$ cat config.mk
export PLATFORM = sky130hd
export DESIGN_NAME = bounce_gen_flat
export DESIGN_NICKNAME = d
export VERILOG_FILES = /design/src/rtl/bounce_gen_if.sv /design/src/rtl/bounce_gen.sv /design/src/flat_wrapper.sv
export SDC_FILE = /design/constraint.sdc
export NUM_CORES = 1
export LEC_CHECK = 0
export CAP_MARGIN = 20
export CORE_ASPECT_RATIO = 0.75
export CORE_MARGIN = 8
export CORE_UTILIZATION = 60
export DETAILED_ROUTE_END_ITERATION = 8
export GPL_ROUTABILITY_DRIVEN = 1
export GPL_TIMING_DRIVEN = 0
export PLACE_DENSITY = 0.86
export SLEW_MARGIN = 20
export SYNTH_ARGS = -nofsm -noshare
export SYNTH_HDL_FRONTEND = slang
export SYNTH_SLANG_ARGS = --single-unit
$ cat constraint.sdc
create_clock -name clk -period 3.4 [get_ports clk]
set_input_delay 0.68 -clock clk [delete_from_list [all_inputs] [get_ports clk]]
set_output_delay 0.68 -clock clk [all_outputs]
set_load 0.02 [all_outputs]
$ cat src/rtl/bounce_gen_if.sv
// Handshake bundle for the bounce generator: burst request in, noisy level
// and status out.
interface bounce_gen_if;
   logic       start;
   logic       target;
   logic [3:0] num_glitches;
   logic       button;
   logic       busy;
   logic       done;
   logic [7:0] edge_count;

   modport master (
      output start, target, num_glitches,
      input  button, busy, done, edge_count
   );

   modport slave (
      input  start, target, num_glitches,
      output button, busy, done, edge_count
   );
endinterface

$ cat src/rtl/bounce_gen.sv
// Contact-bounce stimulus generator: emits num_glitches pseudo-random bounce
// pairs, then holds the target level for SETTLE_CYCLES before pulsing done.
module bounce_gen #(
   parameter int         SETTLE_CYCLES = 16,
   parameter logic [7:0] LFSR_SEED     = 8'hA5
) (
   input  logic         clk,
   input  logic         rst,
   bounce_gen_if.slave  bus
);

   // An all-zero seed would lock the LFSR, so it is forced to 1.
   localparam logic [7:0] SEED      = (LFSR_SEED == 8'h00) ? 8'h01 : LFSR_SEED;
   localparam logic [7:0] SETTLE_LD = 8'(SETTLE_CYCLES - 1);

   typedef enum logic [2:0] {IDLE, BOUNCE_A, BOUNCE_B, SETTLE, DONE} state_t;

   state_t     r_state;
   logic [7:0] r_lfsr;
   logic [7:0] r_cnt;
   logic [7:0] r_edge;
   logic [3:0] r_glitch;
   logic [3:0] r_ng;
   logic       r_target;
   logic       r_button;
   logic       r_btn_q;
   logic       r_busy;
   logic       r_done;

   logic       w_fb;
   logic [7:0] w_ph_len;
   logic [3:0] w_glitch_inc;

   assign w_fb         = r_lfsr[7] ^ r_lfsr[5] ^ r_lfsr[4] ^ r_lfsr[3];
   assign w_ph_len     = {6'd0, r_lfsr[1:0]};
   assign w_glitch_inc = r_glitch + 4'd1;

   always_ff @(posedge clk) begin
      if (rst) begin
         r_state  <= IDLE;
         r_lfsr   <= SEED;
         r_cnt    <= 8'd0;
         r_edge   <= 8'd0;
         r_glitch <= 4'd0;
         r_ng     <= 4'd0;
         r_target <= 1'b0;
         r_button <= 1'b0;
         r_btn_q  <= 1'b0;
         r_busy   <= 1'b0;
         r_done   <= 1'b0;
      end else begin
         r_lfsr  <= {r_lfsr[6:0], w_fb};
         r_btn_q <= r_button;
         r_done  <= 1'b0;
         // Count a transition one cycle after the button register changes.
         if (r_button != r_btn_q && r_edge != 8'hFF)
            r_edge <= r_edge + 8'd1;

         // r_cnt holds the remaining extra cycles of the current phase.
         case (r_state)
            IDLE: begin
               if (bus.start) begin
                  r_target <= bus.target;
                  r_ng     <= bus.num_glitches;
                  r_glitch <= 4'd0;
                  r_edge   <= 8'd0;
                  r_busy   <= 1'b1;
                  r_button <= bus.target;
                  if (bus.num_glitches == 4'd0) begin
                     r_state <= SETTLE;
                     r_cnt   <= SETTLE_LD;
                  end else begin
                     r_state <= BOUNCE_A;
                     r_cnt   <= w_ph_len;
                  end
               end
            end
            BOUNCE_A: begin
               if (r_cnt == 8'd0) begin
                  r_state  <= BOUNCE_B;
                  r_button <= ~r_target;
                  r_cnt    <= w_ph_len;
               end else begin
                  r_cnt <= r_cnt - 8'd1;
               end
            end
            BOUNCE_B: begin
               if (r_cnt == 8'd0) begin
                  r_glitch <= w_glitch_inc;
                  r_button <= r_target;
                  if (w_glitch_inc == r_ng) begin
                     r_state <= SETTLE;
                     r_cnt   <= SETTLE_LD;
                  end else begin
                     r_state <= BOUNCE_A;
                     r_cnt   <= w_ph_len;
                  end
               end else begin
                  r_cnt <= r_cnt - 8'd1;
               end
            end
            SETTLE: begin
               if (r_cnt == 8'd0) begin
                  r_state <= DONE;
                  r_busy  <= 1'b0;
                  r_done  <= 1'b1;
               end else begin
                  r_cnt <= r_cnt - 8'd1;
               end
            end
            DONE:    r_state <= IDLE;
            default: r_state <= IDLE;
         endcase
      end
   end

   assign bus.button     = r_button;
   assign bus.busy       = r_busy;
   assign bus.done       = r_done;
   assign bus.edge_count = r_edge;

endmodule

$ cat src/flat_wrapper.sv
// flat-port wrapper written by rule: the top's interface ports become plain ports
module bounce_gen_flat 
#(
   parameter int         SETTLE_CYCLES = 16,
   parameter logic [7:0] LFSR_SEED     = 8'hA5
)
  (clk, rst, bus_start, bus_target, bus_num_glitches, bus_button, bus_busy, bus_done, bus_edge_count);
  bounce_gen_if bus_i ();
  input  logic clk;
  input  logic rst;
  input wire logic [$bits(bus_i.start)-1:0] bus_start;
  input wire logic [$bits(bus_i.target)-1:0] bus_target;
  input wire logic [$bits(bus_i.num_glitches)-1:0] bus_num_glitches;
  output wire logic [$bits(bus_i.button)-1:0] bus_button;
  output wire logic [$bits(bus_i.busy)-1:0] bus_busy;
  output wire logic [$bits(bus_i.done)-1:0] bus_done;
  output wire logic [$bits(bus_i.edge_count)-1:0] bus_edge_count;
  assign bus_i.start = bus_start;
  assign bus_i.target = bus_target;
  assign bus_i.num_glitches = bus_num_glitches;
  assign bus_button = bus_i.button;
  assign bus_busy = bus_i.busy;
  assign bus_done = bus_i.done;
  assign bus_edge_count = bus_i.edge_count;
  bounce_gen #(.SETTLE_CYCLES(SETTLE_CYCLES), .LFSR_SEED(LFSR_SEED)) u_core (.clk(clk), .rst(rst), .bus(bus_i));
endmodule
# After elaboration in Yosys (flattened, before gate mapping)
# Index checks and enable logic that the tools add are counted.
# classes
eq_ne,11
muxes,28
bitwise,5
reduce_logical,15
add_sub_neg,3
# ops
operator,count
$mux W8,7
$pmux W8 S4,1
$mux W4,4
$mux W3,4
$pmux W3 S4,1
$reduce_and A3 Y1,3
$add A8 B1 Y8 const B,1
$logic_not A8 Y1,1
$ne A8 B8 Y1 const B,1
$pmux W4 S2,1
$reduce_and A4 Y1,2
$sub A8 B1 Y8 const B,1
$eq A3 B2 Y1 const B,2
$mux W1,6
$ne A2 B1 Y1 const B,3
$add A4 B1 Y4 const B,1
$eq A4 B4 Y1,1
$logic_not A4 Y1,1
$mux W2,2
$ne A2 B2 Y1 const B,2
$reduce_bool A2 Y1,2
$reduce_bool A4 Y1,1
$eq A3 B1 Y1 const B,1
$logic_not A3 Y1,1
other kinds (9),12
# totals
out_inout_bits,11
reg_bits,40
inputBits,8

# Logic depth before layout (Yosys ltp)
# Gate-level depths: netlist of the first run.
# depth
word_depth,5
mapped_depth,7

# Worst setup path after synthesis of the first run
# No wires, ideal clock.
# synth_timing
path_kind,input to register
from,input bus_num_glitches[3]
to,register u_core.r_state[1]
slack_ns,1.466
n_path_buf,0
t_arrival_ns,1.820
setup_time_ns,0.114
cell_stages,4
path_cell_list,or4_1 > nor3b_1 > a21oi_1 > a2111oi_0
# synth_via
elab_chain_cells,4
# synth_rtl
item,line_no,rtl
from (decl),flat_wrapper.sv:13,input wire logic [$bits(bus_i.num_glitches)-1:0] bus_num_glitches;
$logic_not A4 Y1,bounce_gen.sv:69,if (bus.num_glitches == 4'd0) begin
$mux W2,bounce_gen.sv:69,
$mux W3,bounce_gen.sv:62,if (bus.start) begin
$pmux W3 S4,bounce_gen.sv:60,case (r_state)
to (signal assigned),bounce_gen.sv:70,r_state <= SETTLE;
to (signal assigned),bounce_gen.sv:73,r_state <= BOUNCE_A;
to (signal assigned),bounce_gen.sv:80,r_state <= BOUNCE_B;
to (decl),bounce_gen.sv:18,state_t r_state;
# No other way between the ends. The select of a mux whose other input is x is not followed.
# A chain may end at the register's enable or synchronous reset.

# Worst setup path after layout of the first run
# layout_timing
from,input bus_start
to,"register u_core.r_edge[0], in the netlist u_core.bus.edge_count[0]"
# layout_via
elab_chain_cells,2
# layout_rtl
item,line_no,rtl
from (decl),flat_wrapper.sv:11,input wire logic [$bits(bus_i.start)-1:0] bus_start;
$mux W8,bounce_gen.sv:62,
$mux W8,bounce_gen.sv:60,
to (signal assigned),bounce_gen.sv:57,r_edge <= r_edge + 8'd1;
to (decl),bounce_gen.sv:21,logic [7:0] r_edge;
# No other way between the ends.

==> results.md, run 1 <==
* Status: finished clean
* Post-synthesis cell count at about 230
* Largest cells by area after synthesis: dfxtp_1 41%, nor2_1 5.5%, xnor2_1 4.9%
* CTS resizes at 0
* Placer Congestion at 0.870
* Xor/xnor share of the synthesized area at 0.0872
* # hold bufs at CTS at 0
* Antenna Nets Post-Route at 0
* Syn-to-layout area delta at 16.1%
* RSZ-0062 raised after global routing: false
* Slowest cell on crit path: clkdlybuf4s50_1
* Clk_lat worst skew at between 0.2 and 0.3 ns
* Internal power at slightly below 0.001 W
* Register bit total from synthesis at 40
* CTS H-tree depth at 2
* Crit path time final at about 2.3 ns
* Top cell type's share of synthesized area at 0.407
* Hold Fails Final Rpt at 0
* Switching part of the total power at 0.377
* Fillers at ~260
* Max Cap Viol at 0
* Gr usage total at 0.162
* Reg power frac at 0.388
* Area of the multi-input gates at between 1000 and 1500 sq um
* Post-CTS Setup Bufs at 0
* Synth Area in Compound Gates at 0.162
* Drt via density at around 5.7
* Std-Cell Rows at 18
* Grt ovf at 0
* Initial Util at 0.611
* Vias in the first global route at between 1,000 and 1,500
* Critical path type: in2reg
* Fmax at approximately 440 MHz
* Clock power share at 0.208
* Count of different cell masters after synthesis at between 40 and 50
* Top FF cell, synth: dfxtp_1
* Sw Pwr at around 0.0006 W
* Netlist area before placement at between 1500 and 2000 sq um
* Routed WL at just over 4000 microns
* Largest net degree at the start of global routing at 12
* Register Area at between 800 and 900 sq um
* Ant. Diodes at 0
* Die Width at 82.1 microns
* Total CTS buffers at 5
* Layout cells sized above 1 at 0.0803
* Syn Nets at 237
* Async SR Flop Fraction at 0
* Slew @ Worst Pin at between 0.6 and 0.7 ns
* # clock sinks at 40
* CTS clk-pin slew, worst paths at around 0.07 ns
* Final hold slack at around 0.42 ns
* Post-synthesis sequential area ratio at 0.407
* I/O pins at 19
* Post-synth top area cell: dfxtp_1
* Largest family of logic cells by synthesized area: simple AND/OR/NAND/NOR gates
* Pwr/cell area at just under 700 nW/um^2
* Via count at between 1,500 and 2,000
* Core box area at ~3200 sq um
* Final setup viols at 0
* CP endpoint kind: flop
* Die Span Y at 65.6 microns
* Cell Chain, Critical Path: clkdlybuf4s50_1 > nand2_1 > nor3_2 > or2_2 > clkbuf_1 > nor2_1
* Final Max Tran Viols at 0
* Yosys Warn Count at 0
* Synth Area in Adders at 0.0254
* Comb pwr share at 0.404
* CTS tree: done
* Drt wl/cell at approximately 14 microns
* Slew HR at 0.587
* Leak at about 0.83 nW
* CP Launch Type: primary input
* Syn_area_per_cell at around 9 sq um
* First-pass GRT wire length at 6910 microns
* VDD IR max at ~0.42 mV
* Simple-gate share of the synthesized area at 0.245
* CP Data Required Time at 3.56 ns
* Die area at between 5000 and 6000 sq um
* Dpl hpwl at approximately 3000 microns
* Hold Path Class: reg2reg
* Clock root cell: clkbuf_8
* First-pass DRT Iterations at 4
* Worst-path fanout max at 8
* DRT iter0 DRCs at 154
* DRC at 0
* Setup TNS at 0 ns
* Fin Clk Skew at just under 0.004 ns
* Post-synth EDFFs at 0
* Longest Clk Path Bufs at 2
* Period utilization at 0.667
* # port buffers at 17
* Fin nets at 261
* Initial antenna violation count at 0
* Post-synthesis mux area share at 0.0312
* CP Data Arrival Time at approximately 2.4 ns
* Slowest stage delay, CP at roughly 0.5 ns
-- worst max-delay path, delay by kind of cell --
kind,cells,cell delay (ns)
AND/OR/NAND/NOR,4,0.93
buffers and inverters,2,0.82
-- routing by layer --
layer | vias to the layer above | GRT usage | part of all wire
met5 | - | 0 | 0
met4 | 0 | 0.0699 | 0.017
met3 | 7 | 0.0395 | 0.054
met2 | 45 | 0.214 | 0.41
met1 | 748 | 0.237 | 0.52
li1 | 840 | - | -
-- cell usage after synthesis (2+ instances only) --
cell	count
nand2_1	19
dfxtp_1	40
nand3_1	5
xor2_1	6
or3_1	4
a21oi_1	17
and3_1	2
nand2b_1	2
o32ai_1	2
nor2_1	29
ha_1	4
o21ai_0	8
a211o_1	3
a311oi_1	4
o21a_1	2
nor3_1	8
nor3_2	2
o21bai_1	2
nor4_1	3
inv_1	6
o211ai_1	3
xnor2_1	11
nor2b_1	5
or2_2	4
mux2i_1	5
a211oi_1	4
clkbuf_1	7
or4_1	2
-- registers in the layout, summed over array words and instances (netlist names) --
name                   count
u_core.bus.done            1
u_core.r_glitch            4
u_core.bus.busy            1
u_core.r_ng                4
u_core.r_state             3
u_core.r_btn_q             1
u_core.bus.edge_count      8
u_core.r_target            1
u_core.bus.button          1
u_core.r_lfsr              8
u_core.r_cnt               8
-- final cells by class --
class                   count  area share
multi-input cells         169       0.474
flip-flops and latches     40       0.351
repair buffers             17      0.0745
clock buffers               7      0.0422
plain buffers              10      0.0268
well taps                  40      0.0219
inverters                   6     0.00986
-- kinds of logic after synthesis --
kind of cell	count (synthesis)
simple gates	92
flops	40
mux	6
buf+inv	16
xor+xnor	18
compound gates	49
fa+ha+maj	4
-- cells in the final DEF (no fill, tap or decap), types with 2 or more instances in the layout --
| master | count |
|---|---|
| or4_1 | 2 |
| nor3_2 | 2 |
| xor2_1 | 6 |
| o21bai_1 | 2 |
| or2_2 | 4 |
| mux2i_1 | 5 |
| nor3_1 | 8 |
| a211oi_1 | 4 |
| nand2_1 | 19 |
| and3_1 | 2 |
| a211o_1 | 3 |
| a311oi_1 | 4 |
| xnor2_1 | 11 |
| or3_1 | 4 |
| a21oi_1 | 17 |
| nor2_1 | 29 |
| dfxtp_1 | 40 |
| o21ai_0 | 8 |
| clkdlybuf4s50_1 | 17 |
| nor4_1 | 3 |
| o211ai_1 | 3 |
| clkbuf_8 | 8 |
| nor2b_1 | 5 |
| ha_1 | 4 |
| nand2b_1 | 2 |
| o32ai_1 | 2 |
| o21a_1 | 2 |
| inv_1 | 6 |
| clkbuf_1 | 7 |
| nand3_1 | 5 |
-- power by group through the flow --
stage / clock network [W] / logic (W) / registers (W)
after floorplan: 0 / 0.000483 / 0.000624
after global placement: 0 / 0.000621 / 0.000623
after detailed placement: 0 / 0.000627 / 0.000626
after CTS: 0.000340 / 0.000634 / 0.000615
after global routing: 0.000362 / 0.000709 / 0.000626
final: 0.000330 / 0.000643 / 0.000617
-- through the flow --
step,instance area [sq um],worst slack (ns),instances,util,power [W]
after detailed placement,2190,0.889,282,0.679,0.00125
after floorplan,1970,1.47,225,-,0.00111
after global placement,2190,0.874,282,0.679,0.00124
final,2280,1.13,289,0.709,0.00159
after global routing,2280,1.03,289,0.709,0.00170
after CTS,2280,1.18,289,0.709,0.00159
-- path summary, 6_finish.rpt --
path | startpoint | slack, ns | endpoint | depth (start not counted)
setup reg to reg | u_core.r_cnt[0] | 1.19 | u_core.bus.button | 7
setup / recovery | bus_start | 1.13 | u_core.bus.edge_count[0] | 6
hold reg to reg | u_core.r_lfsr[6] | 0.42 | u_core.r_lfsr[7] | 1
hold / removal | u_core.r_lfsr[6] | 0.42 | u_core.r_lfsr[7] | 1
No activity file was read; power rests on OpenSTA's default activity.
==> run 2: changes to the inputs <==
--- a/config.mk
+++ b/config.mk
@@ -8,11 +8,11 @@
 export CAP_MARGIN = 20
 export CORE_ASPECT_RATIO = 0.75
 export CORE_MARGIN = 8
-export CORE_UTILIZATION = 60
+export CORE_UTILIZATION = 56
 export DETAILED_ROUTE_END_ITERATION = 8
 export GPL_ROUTABILITY_DRIVEN = 1
 export GPL_TIMING_DRIVEN = 0
-export PLACE_DENSITY = 0.86
+export PLACE_DENSITY = 0.81
 export SLEW_MARGIN = 20
 export SYNTH_ARGS = -nofsm -noshare
 export SYNTH_HDL_FRONTEND = slang
==> constraint.sdc (replaced) <==
create_clock -name clk -period 2.3 [get_ports clk]
set_input_delay 0.46 -clock clk [delete_from_list [all_inputs] [get_ports clk]]
set_output_delay 0.46 -clock clk [all_outputs]
set_load 0.02 [all_outputs]
==> results.md, run 2 (synthesized netlist as in run 1, its figures left out) <==
* Die Width at around 84 microns
* Clk_lat worst skew at 0.29 ns
* I/O pins at 19
* Commonest non-fill, non-tap cell in the layout: dfxtp_1
* CP endpoint kind: flop
* Status: finished clean
* Initial Util at 0.590
* CTS H-tree depth at 2
* Core box area at around 3300 sq um
* Drt wl/cell at around 14 microns
* Longest Clk Path Bufs at 2
* Slew @ Worst Pin at 0.681 ns
* Period utilization at 0.934
* Hold Fails Final Rpt at 0
* Ant. Diodes at 0
* Final core occ at 0.686
* Final Max Tran Viols at 0
* Initial antenna violation count at 0
* Std-Cell Rows at 18
* Leak at 0.837 nW
* Vias in the first global route at about 1,500
* Fin nets at ~260
* CP Data Arrival Time at approximately 2.3 ns
* Placer Congestion at about 0.85
* Pwr/cell area at between 1000 and 1500 nW/um^2
* Grt ovf at 0
* Total CTS buffers at 5
* First-pass DRT Iterations at 4
* Worst-path fanout max at 8
* Routed WL at about 4200 microns
* Placed Area at 2190 sq um
* # clock sinks at 40
* # port buffers at 17
* VDD IR max at approximately 0.53 mV
* Fin Clk Skew at 0.00173 ns
* Dpl hpwl at just over 3000 microns
* Largest net degree at the start of global routing at 13
* Final hold slack at about 0.42 ns
* Gr usage total at 0.158
* CP Launch Type: flop
* CTS resizes at 0
* Fmax at between 400 and 500 MHz
* Crit path time final at roughly 2.1 ns
* Post-CTS Setup Bufs at 0
* DRT iter0 DRCs at roughly 140
* Syn-to-layout area delta at 16.3%
* Critical path type: reg2reg
* Die area at between 5000 and 6000 sq um
* Max Cap Viol at 0
* Antenna Nets Post-Route at 0
* CTS clk-pin slew, worst paths at 0.07 ns
* Final setup viols at 0
* Die Span Y at 67.3 microns
* # hold bufs at CTS at 0
* Drt via density at 5.74
* CTS tree: done
* Layout cells sized above 1 at 0.0876
* Via count at roughly 1,700
* RSZ-0062 raised after global routing: false
* Slew HR at 0.541
* DRC at 0
* First-pass GRT wire length at 7200 microns
* Commonest non-fill, non-tap cells in the layout: 40 x dfxtp_1, 29 x nor2_1, 19 x nand2_1
* Hold Path Class: reg2reg
* Clock root cell: clkbuf_8
* Design area at 2290 sq um
* CP Data Required Time at around 2.5 ns
==> run 2: cell type report <==
type	instances	area (sq um)
multi-input combinational	169	1080
fill	280	1050
sequential	40	801
timing repair buffer	18	178
clock buffer	6	82.6
buffer	10	61.3
tap	40	50.0
inverter	6	22.5
clock inverter	2	10.0
==> run 2: metal layers <==
metal / part of all wire / global-route usage / wire (microns)
met5: 0 / 0 / 0
met3: 0.069 / 0.0448 / 293
met1: 0.51 / 0.220 / 2170
met2: 0.40 / 0.221 / 1680
met4: 0.018 / 0.0706 / 78
==> run 2: power by group <==
part	switching, W	internal (W)	leakage, nW
Sequential	0.000112	0.000798	0.328
Combinational	0.000559	0.000421	0.458
Clock	0.000241	0.000239	0.0510
==> run 2: stage by stage <==
step	worst slack (ns)	std cells	power [W]	setup TNS (ns)
floorplan	0.394	225	0.00164	0
global placement	-0.0121	282	0.00184	-0.0675
detailed placement	0.00170	282	0.00186	0
CTS	0.102	290	0.00234	0
global route	0.0233	291	0.00254	0
finish	0.153	291	0.00237	0
==> run 2: worst max-delay path, stage by stage (launching register included) <==
cell and delay (ns):
dfxtp_1 0.33, inv_1 0.13, ha_1 0.19, nor4b_4 0.18
buf_4 0.18, nand3_4 0.13, o21ai_0 0.59, or3_1 0.22
o32ai_1 0.07
==> run 2: path summary, 6_finish.rpt <==
| path | startpoint | to | slack, ns | cells after the start |
|---|---|---|---|---|
| setup reg to reg | u_core.r_cnt[0] | u_core.r_cnt[1] | 0.15 | 8 |
| hold reg to reg | u_core.r_lfsr[6] | u_core.r_lfsr[7] | 0.42 | 1 |
| setup / recovery | u_core.r_cnt[0] | u_core.r_cnt[1] | 0.15 | 8 |
| hold / removal | u_core.r_lfsr[6] | u_core.r_lfsr[7] | 0.42 | 1 |
==> run 3: changes to the inputs <==
--- a/config.mk
+++ b/config.mk
@@ -9,6 +9,7 @@
 export CORE_ASPECT_RATIO = 0.75
 export CORE_MARGIN = 8
 export CORE_UTILIZATION = 56
+export CTS_CLUSTER_SIZE = 10
 export DETAILED_ROUTE_END_ITERATION = 8
 export GPL_ROUTABILITY_DRIVEN = 1
 export GPL_TIMING_DRIVEN = 0
==> results of run 3 <==
Final layout, timing and power as in run 2 (identical DEF).
